$ cat src/rtl/stream_sort_if.sv
// Valid/ready stream pair for stream_sort: unsorted input frame in, sorted (largest first) frame out.
interface stream_sort_if #(
  parameter int WIDTH = 4
);
  logic             in_valid;
  logic             in_ready;
  logic [WIDTH-1:0] in_data;
  logic             in_last;
  logic             out_valid;
  logic             out_ready;
  logic [WIDTH-1:0] out_data;
  logic             out_last;

  modport master (
    output in_valid, in_data, in_last, out_ready,
    input  in_ready, out_valid, out_data, out_last
  );

  modport slave (
    input  in_valid, in_data, in_last, out_ready,
    output in_ready, out_valid, out_data, out_last
  );
endinterface

$ cat src/rtl/stream_sort.sv
// Frame sorter: insertion-sorts up to DEPTH elements on arrival, then drains them largest first.
// Optional macro STREAM_SORT_DEDUP_EN drops elements equal to an already stored value.
module stream_sort #(
  parameter int WIDTH = 4,
  parameter int DEPTH = 4
) (
  input logic         clk,
  input logic         rst_n,
  stream_sort_if.slave bus
);
  localparam int CW = $clog2(DEPTH + 1);

  typedef enum logic {LOAD, DRAIN} state_t;

  state_t           state, state_next;
  logic [CW-1:0]    count, count_next;
  logic [WIDTH-1:0] s      [DEPTH];
  logic [WIDTH-1:0] s_next [DEPTH];
  logic [CW-1:0]    ins_pos;
  logic             store;
  logic             accept;
  logic             pop;

  assign bus.in_ready  = (state == LOAD);
  assign bus.out_valid = (state == DRAIN);
  assign bus.out_data  = (state == DRAIN) ? s[0] : '0;
  assign bus.out_last  = (state == DRAIN) && (count == CW'(1));

  assign accept = bus.in_valid && (state == LOAD);
  assign pop    = bus.out_ready && (state == DRAIN);

  // Slots are non-increasing, so the insertion point is the first valid slot smaller than the new value.
  always_comb begin
    ins_pos = count;
    for (int i = DEPTH - 1; i >= 0; i--) begin
      if (CW'(i) < count && s[i] < bus.in_data) ins_pos = CW'(i);
    end
  end

`ifdef STREAM_SORT_DEDUP_EN
  always_comb begin
    store = 1'b1;
    for (int i = 0; i < DEPTH; i++) begin
      if (CW'(i) < count && s[i] == bus.in_data) store = 1'b0;
    end
  end
`else
  assign store = 1'b1;
`endif

  always_comb begin
    state_next = state;
    count_next = count;
    for (int i = 0; i < DEPTH; i++) s_next[i] = s[i];

    if (accept) begin
      if (store) begin
        count_next = count + CW'(1);
        s_next[0]  = (ins_pos == '0) ? bus.in_data : s[0];
        for (int i = 1; i < DEPTH; i++) begin
          if (CW'(i) == ins_pos)
            s_next[i] = bus.in_data;
          else if (CW'(i) > ins_pos && CW'(i) <= count)
            s_next[i] = s[i-1];
        end
      end
      if (bus.in_last || count_next == CW'(DEPTH)) state_next = DRAIN;
    end else if (pop) begin
      for (int i = 0; i < DEPTH - 1; i++) s_next[i] = s[i+1];
      s_next[DEPTH-1] = '0;
      count_next = count - CW'(1);
      if (count == CW'(1)) state_next = LOAD;
    end
  end

  always_ff @(posedge clk or negedge rst_n) begin
    if (!rst_n) begin
      state <= LOAD;
      count <= '0;
      for (int i = 0; i < DEPTH; i++) s[i] <= '0;
    end else begin
      state <= state_next;
      count <= count_next;
      for (int i = 0; i < DEPTH; i++) s[i] <= s_next[i];
    end
  end
endmodule

$ cat src/flat_wrapper.sv
// flat-port wrapper written by rule: the top's interface ports become plain ports
module stream_sort_flat 
#(
  parameter int WIDTH = 4,
  parameter int DEPTH = 4
)
  (clk, rst_n, bus_in_valid, bus_in_data, bus_in_last, bus_out_ready, bus_in_ready, bus_out_valid, bus_out_data, bus_out_last);
  stream_sort_if #(.WIDTH(WIDTH)) bus_i ();
  input logic clk;
  input logic rst_n;
  input wire logic [$bits(bus_i.in_valid)-1:0] bus_in_valid;
  input wire logic [$bits(bus_i.in_data)-1:0] bus_in_data;
  input wire logic [$bits(bus_i.in_last)-1:0] bus_in_last;
  input wire logic [$bits(bus_i.out_ready)-1:0] bus_out_ready;
  output wire logic [$bits(bus_i.in_ready)-1:0] bus_in_ready;
  output wire logic [$bits(bus_i.out_valid)-1:0] bus_out_valid;
  output wire logic [$bits(bus_i.out_data)-1:0] bus_out_data;
  output wire logic [$bits(bus_i.out_last)-1:0] bus_out_last;
  assign bus_i.in_valid = bus_in_valid;
  assign bus_i.in_data = bus_in_data;
  assign bus_i.in_last = bus_in_last;
  assign bus_i.out_ready = bus_out_ready;
  assign bus_in_ready = bus_i.in_ready;
  assign bus_out_valid = bus_i.out_valid;
  assign bus_out_data = bus_i.out_data;
  assign bus_out_last = bus_i.out_last;
  stream_sort #(.WIDTH(WIDTH), .DEPTH(DEPTH)) u_core (.clk(clk), .rst_n(rst_n), .bus(bus_i));
endmodule
$ cat config.mk
export PLATFORM = sky130hd
export DESIGN_NAME = stream_sort_flat
export DESIGN_NICKNAME = d
export VERILOG_FILES = /design/src/rtl/stream_sort_if.sv /design/src/rtl/stream_sort.sv /design/src/flat_wrapper.sv
export SDC_FILE = /design/constraint.sdc
export NUM_CORES = 1
export LEC_CHECK = 0
export CAP_MARGIN = 0
export CORE_ASPECT_RATIO = 0.5
export CORE_MARGIN = 10
export CORE_UTILIZATION = 28
export CTS_CLUSTER_SIZE = 16
export DETAILED_ROUTE_END_ITERATION = 8
export GPL_ROUTABILITY_DRIVEN = 0
export PLACE_DENSITY_LB_ADDON = 0.2
export SLEW_MARGIN = 20
export SYNTH_ARGS = -nofsm -noshare
export SYNTH_HDL_FRONTEND = slang
export SYNTH_SLANG_ARGS = --single-unit
export TNS_END_PERCENT = 20
$ cat constraint.sdc
create_clock -name clk -period 3.02 [get_ports clk]
set_clock_uncertainty 0.05 [all_clocks]
set_input_delay 0.302 -clock clk [delete_from_list [all_inputs] [get_ports clk]]
set_output_delay 0.302 -clock clk [all_outputs]
set_load 0.03 [all_outputs]
---- Yosys cells after proc, flatten, opt, wreduce, memory -nomap -nowiden ----
Index checks and enable logic that the tools add are counted.
Widths: inputs -> output; s select.
word-level totals
  bits in registers ....................... 20
  bits of input ports ..................... 9
  output and inout port bits .............. 7
operators by class
  add/sub/neg operators ................... 2
  magnitude comparators ................... 14
  equal/unequal tests ..................... 10
  mux-type cells .......................... 21
  bitwise gates (word level) .............. 1
  reduce and logical (&&, ||, !) cells .... 19
operators by type and width
  operator             number
  $mux 16              2
  $mux 4               8
  $mux 3               7
  $lt 4x4->1           4
  $logic_and 1x1->1    10
  $ne 3x3->1 const B   3
  $reduce_and 2->1     4
  $eq 2x3->1 const A   2
  $gt 2x3->1 const A   2
  $le 2x3->1 const A   2
  $lt 1x3->1 const A   2
  $lt 2x3->1 const A   2
  $mux 1               4
  $ne 2x2->1 const B   2
  $reduce_bool 2->1    2
  $add 3x1->3 const B  1
  $eq 1x3->1 const A   1
  $eq 3x1->1 const B   1
  $eq 3x3->1 const B   1
  $gt 1x3->1 const A   1
  $le 1x3->1 const A   1
  $logic_not 3->1      1
  $reduce_and 3->1     1
  $sub 3x1->3 const B  1
  other kinds (2)      2

---- Logic depth before layout (Yosys ltp) ----
  depth after elaboration ................. 11
  gate-level depth with buffers ........... 10

---- Worst setup path after synthesis ----
No wires, ideal clock.
  path type ............................... register to register
  from .................................... reg u_core.s[14] (netlist bit)
  to ...................................... reg u_core.s[4] (netlist bit)
  library setup time ...................... 126 ps
  arrival ................................. 2197 ps
  required time ........................... 2844 ps
  slack ................................... 647 ps
  stages on the path, launching flop included .. 10
  buffers on the path ..................... 1
  period minus slack after synthesis ...... 2373 ps
  path through ............................ dfrtp_1 ha_1 o21a_1 nor2_1 or2_1 buf_6 a221oi_4 o31ai_4 and2_4 a221o_1
between the ends
  longest elaborated chain between the ends .. 7
  elaborated cells between the ends (all ways) .. 10
  those cells by class .................... 2 x order compare; 2 x eq/ne; 3 x mux; 3 x reduce/logical
ends and longest elaborated chain
  element                     line               source
  start: declaration          stream_sort.sv:17  logic [WIDTH-1:0] s [DEPTH];
  $lt 4x4->1 (*)              stream_sort.sv:36  if (CW'(i) < count && s[i] < bus.in_data) ins_pos = CW'(i);
  $logic_and 1x1->1 (*)       stream_sort.sv:36
  $mux 3 (*)                  stream_sort.sv:36
  $gt 2x3->1                  stream_sort.sv:63  else if (CW'(i) > ins_pos && CW'(i) <= count)
  $logic_and 1x1->1           stream_sort.sv:63
  $ne 3x3->1 (no line)        n/a
  $reduce_and 2->1 (no line)  n/a
Every way passes the cells marked *; elsewhere a longest branch is shown, timed or not.
A chain may end at the register's enable or synchronous reset.

---- Worst setup path in the final report ----
  from .................................... in bus_in_data[2]
  to ...................................... reg u_core.s[4] (netlist bit)
between the ends
  longest elaborated chain between the ends .. 10
  elaborated cells between the ends (all ways) .. 19
  those cells by class .................... 5 x order compare; 2 x eq/ne; 6 x mux; 6 x reduce/logical
ends and longest elaborated chain
  element                     line                source
  start: declaration          flat_wrapper.sv:12  input wire logic [$bits(bus_i.in_data)-1:0] bus_in_data;
  $lt 4x4->1                  stream_sort.sv:36
  $logic_and 1x1->1           stream_sort.sv:36
  $mux 3 (3 in series)        stream_sort.sv:36
  $mux 3 (*)                  stream_sort.sv:36
  $gt 2x3->1                  stream_sort.sv:63
  $logic_and 1x1->1           stream_sort.sv:63
  $ne 3x3->1 (no line)        n/a
  $reduce_and 2->1 (no line)  n/a
Marks and branches as above.

==> results.cfg <==
[finish]
mostFrequentLayoutCells = dfrtp_1, nand2_1, ha_1, clkdlybuf4s50_1, o21ai_0
syn_to_final_growth_pct = 21.8
drive_gt1_share_pct = 15.2
final_common_cell = dfrtp_1
n_fill_cell = 572
fin_nets = 225
antenna_cells = 0

[global_routing]
track_usage_pct = 10.2
grt_antenna_before_repair = 0
grt.overflow.total = 0
grt_pass1_wl_um = 7650
grt_pass1_vias = 1444
grt_max_degree = 21

[floorplanning]
initial_core_util_pct = 29.5
die_area_um2 = 9550
die_w_um = 129
die_h_um = 74.3
row_count = 19
io_pins = 16
core_area_um2 = 5590

[clocking]
clockBufferDepth = 2
cts_setup_buffers = 0
cts_hold_buffers = 0
cts_resized = 0
insertion_delay_ns = 0.26
cts.clk_slew.worst_paths_ns = 0.06
htree_levels = 1
cts_tree = yes
cts_sinks = 20
cts_buffers = 3
clockRootBuffer = clkbuf_16

[detailed_routing]
wl_um = 4530
drc_errors = 0
firstDrtPassIters = 4
drt-vias-per-instance = 5.26
routedWlPerCell_um = 16.7
drt-initial-drc-count = 129
ant_nets = 0
vias = 1426

[logic_synthesis]
dominantRegCellSynth = dfrtp_1
synth-seq-area-share_pct = 30.3
synth_seq_cells = 20
synth_edf_count = 0
synth_top_area_share_pct = 30.3
syn_nets = 198
syn_area_um2 = 1650
synth_async_sr_flop_share_pct = 100
synth.avg_cell_area_um2 = 9.59
synth_top_area_cell = dfrtp_1
synth_area_leaders = dfrtp_1, ha_1, mux2i_1
synthCells = 172
yosys_warnings = 0
ys_types = 41

[critical_path]
r2r_start = u_core.count[1]$_DFFE_PN0P_
crit_type = input pin to flip-flop
r2r_end = u_core.s[2]$_DFFE_PN0P_
rrSetupSlack_ns = 0.42
startpoint = bus_in_data[2]
cp_data_required_time_ns = 3.11
crit_fanout = 5
worst_setup_path_start_kind = input pin
cp_data_arrival_time_ns = 2.80
rr_worst_depth = 8
crit_path_end_kind = flip-flop
crit_end = u_core.s[4]$_DFFE_PN0P_

[timing]
setup_viol = 0
slew_headroom_pct = 67.3
finalMaxSlewViolations = 0
min_period_ns = 2.71
fmaxAchievable_ghz = 0.369
tns_ns = 0
fin_crit_sh_pct = 89.6
rsz0062_at_grt = false
worst_slew_pin_slew_ns = 0.490
hold_viol = 0

[pwr]
p_per_area_nw_per_um2 = 983
p_leak_uw = 0.000893
ir_drop_mv = 0.344
power.total_uw = 1970

[placement]
dp.final_hpwl_um = 3450
portBuffers = 15

[worst_hold_path]
min_path_type = input pin to async pin

[job]
max_cap_viol_count = 0

[outcome]
status = finished clean
[final cells by class]
cell class                      instances  area (um2)  share of cell area [%]
Clock buffer                            4        88.8                    4.42
Inverter                                7        26.3                    1.31
Multi-Input combinational cell        140        1060                    53.0
Sequential cell                        20         500                    24.9
Tap cell                               73        91.3                    4.55
Timing Repair Buffer                   27         238                    11.8
[cell usage after synthesis, types with 2 or more instances]
cell type and instances:
o221ai_1 4, nor2b_1 3, o21a_1 3, a22oi_1 4
a21o_1 4, dfrtp_1 20, nand2_1 19, o22ai_1 3
inv_1 7, a221o_1 4, ha_1 17, and2_1 3
nand3_1 6, o21ai_2 2, a221oi_4 2, a21oi_1 6
buf_6 4, nor2_1 10, a211oi_1 5, nand2b_1 2
o21ai_0 13, and2_2 2, mux2i_1 9, nor3_1 3
[critical path, stage by stage]
cell and delay [ns]:
clkdlybuf4s50_1 0.48, inv_1 0.10, ha_1 0.29, o21a_1 0.12
nor2_1 0.05, or2_1 0.27, buf_4 0.16, o31a_2 0.30
o31ai_4 0.35, nor2_1 0.09, a221o_1 0.27
[stage by stage]
stage | hold WS, ns | cell area (um2) | worst slack, ns | util, % | instances
final | 0.488 | 2010 | 0.313 | 35.9 | 271
after global routing | 0.516 | 2010 | 0.145 | 35.9 | 271
after CTS | 0.503 | 2000 | 0.314 | 35.9 | 270
after detailed placement | 0.484 | 1910 | 0.0599 | 34.3 | 266
after global placement | 0.476 | 1910 | 0.0620 | 34.3 | 266
after floorplan | -0.0436 | 1650 | 0.647 | - | 172
[power by group]
group          switching, uW  total (uW)  leakage (uW)  internal [uW]
sequential               143         501      0.000266            358
combinational            655        1160      0.000583            508
clock                    106         308     0.0000442            202
total                    904        1970      0.000893           1070
[cell families (layout without fill, tap and decap cells)]
| group | count (synthesis) | count (layout) | share of synthesized area, % |
|---|---|---|---|
| mux | 9 | 9 | 5.46 |
| buf+inv | 12 | 38 | 5.16 |
| compound gates | 57 | 57 | 27.9 |
| fa+ha+maj | 17 | 17 | 12.9 |
| xor+xnor | 1 | 1 | 0.531 |
| simple gates | 56 | 56 | 17.7 |
| flops | 20 | 20 | 30.3 |
[registers in the layout, indices dropped and copies added, names as in the netlist]
register and count:
u_core.bus.out_valid 1, u_core.count 3, u_core.s 16
[routing by layer]
metal,wire (um),vias to the layer above,track usage (%)
li1,-,699,-
met1,2280,695,13.5
met2,1900,27,15.4
met3,278,5,2.70
met4,68,0,4.42
met5,0,-,0
[worst min-delay path by stage]
stage	startpoint	to	slack (ns)	cells past startpoint
after global routing	u_core.s[3]$_DFFE_PN0P_	u_core.s[7]$_DFFE_PN0P_	0.52	1
final	rst_n	u_core.s[6]$_DFFE_PN0P_	0.49	2
after CTS	u_core.s[0]$_DFFE_PN0P_	u_core.s[4]$_DFFE_PN0P_	0.50	1
after global placement	u_core.s[0]$_DFFE_PN0P_	u_core.s[0]$_DFFE_PN0P_	0.48	2
after floorplan	rst_n	u_core.bus.out_valid$_DFFE_PN0P_	-0.04	0
after detailed placement	u_core.s[3]$_DFFE_PN0P_	u_core.s[3]$_DFFE_PN0P_	0.48	2
Power figures use the tool's default switching activity.
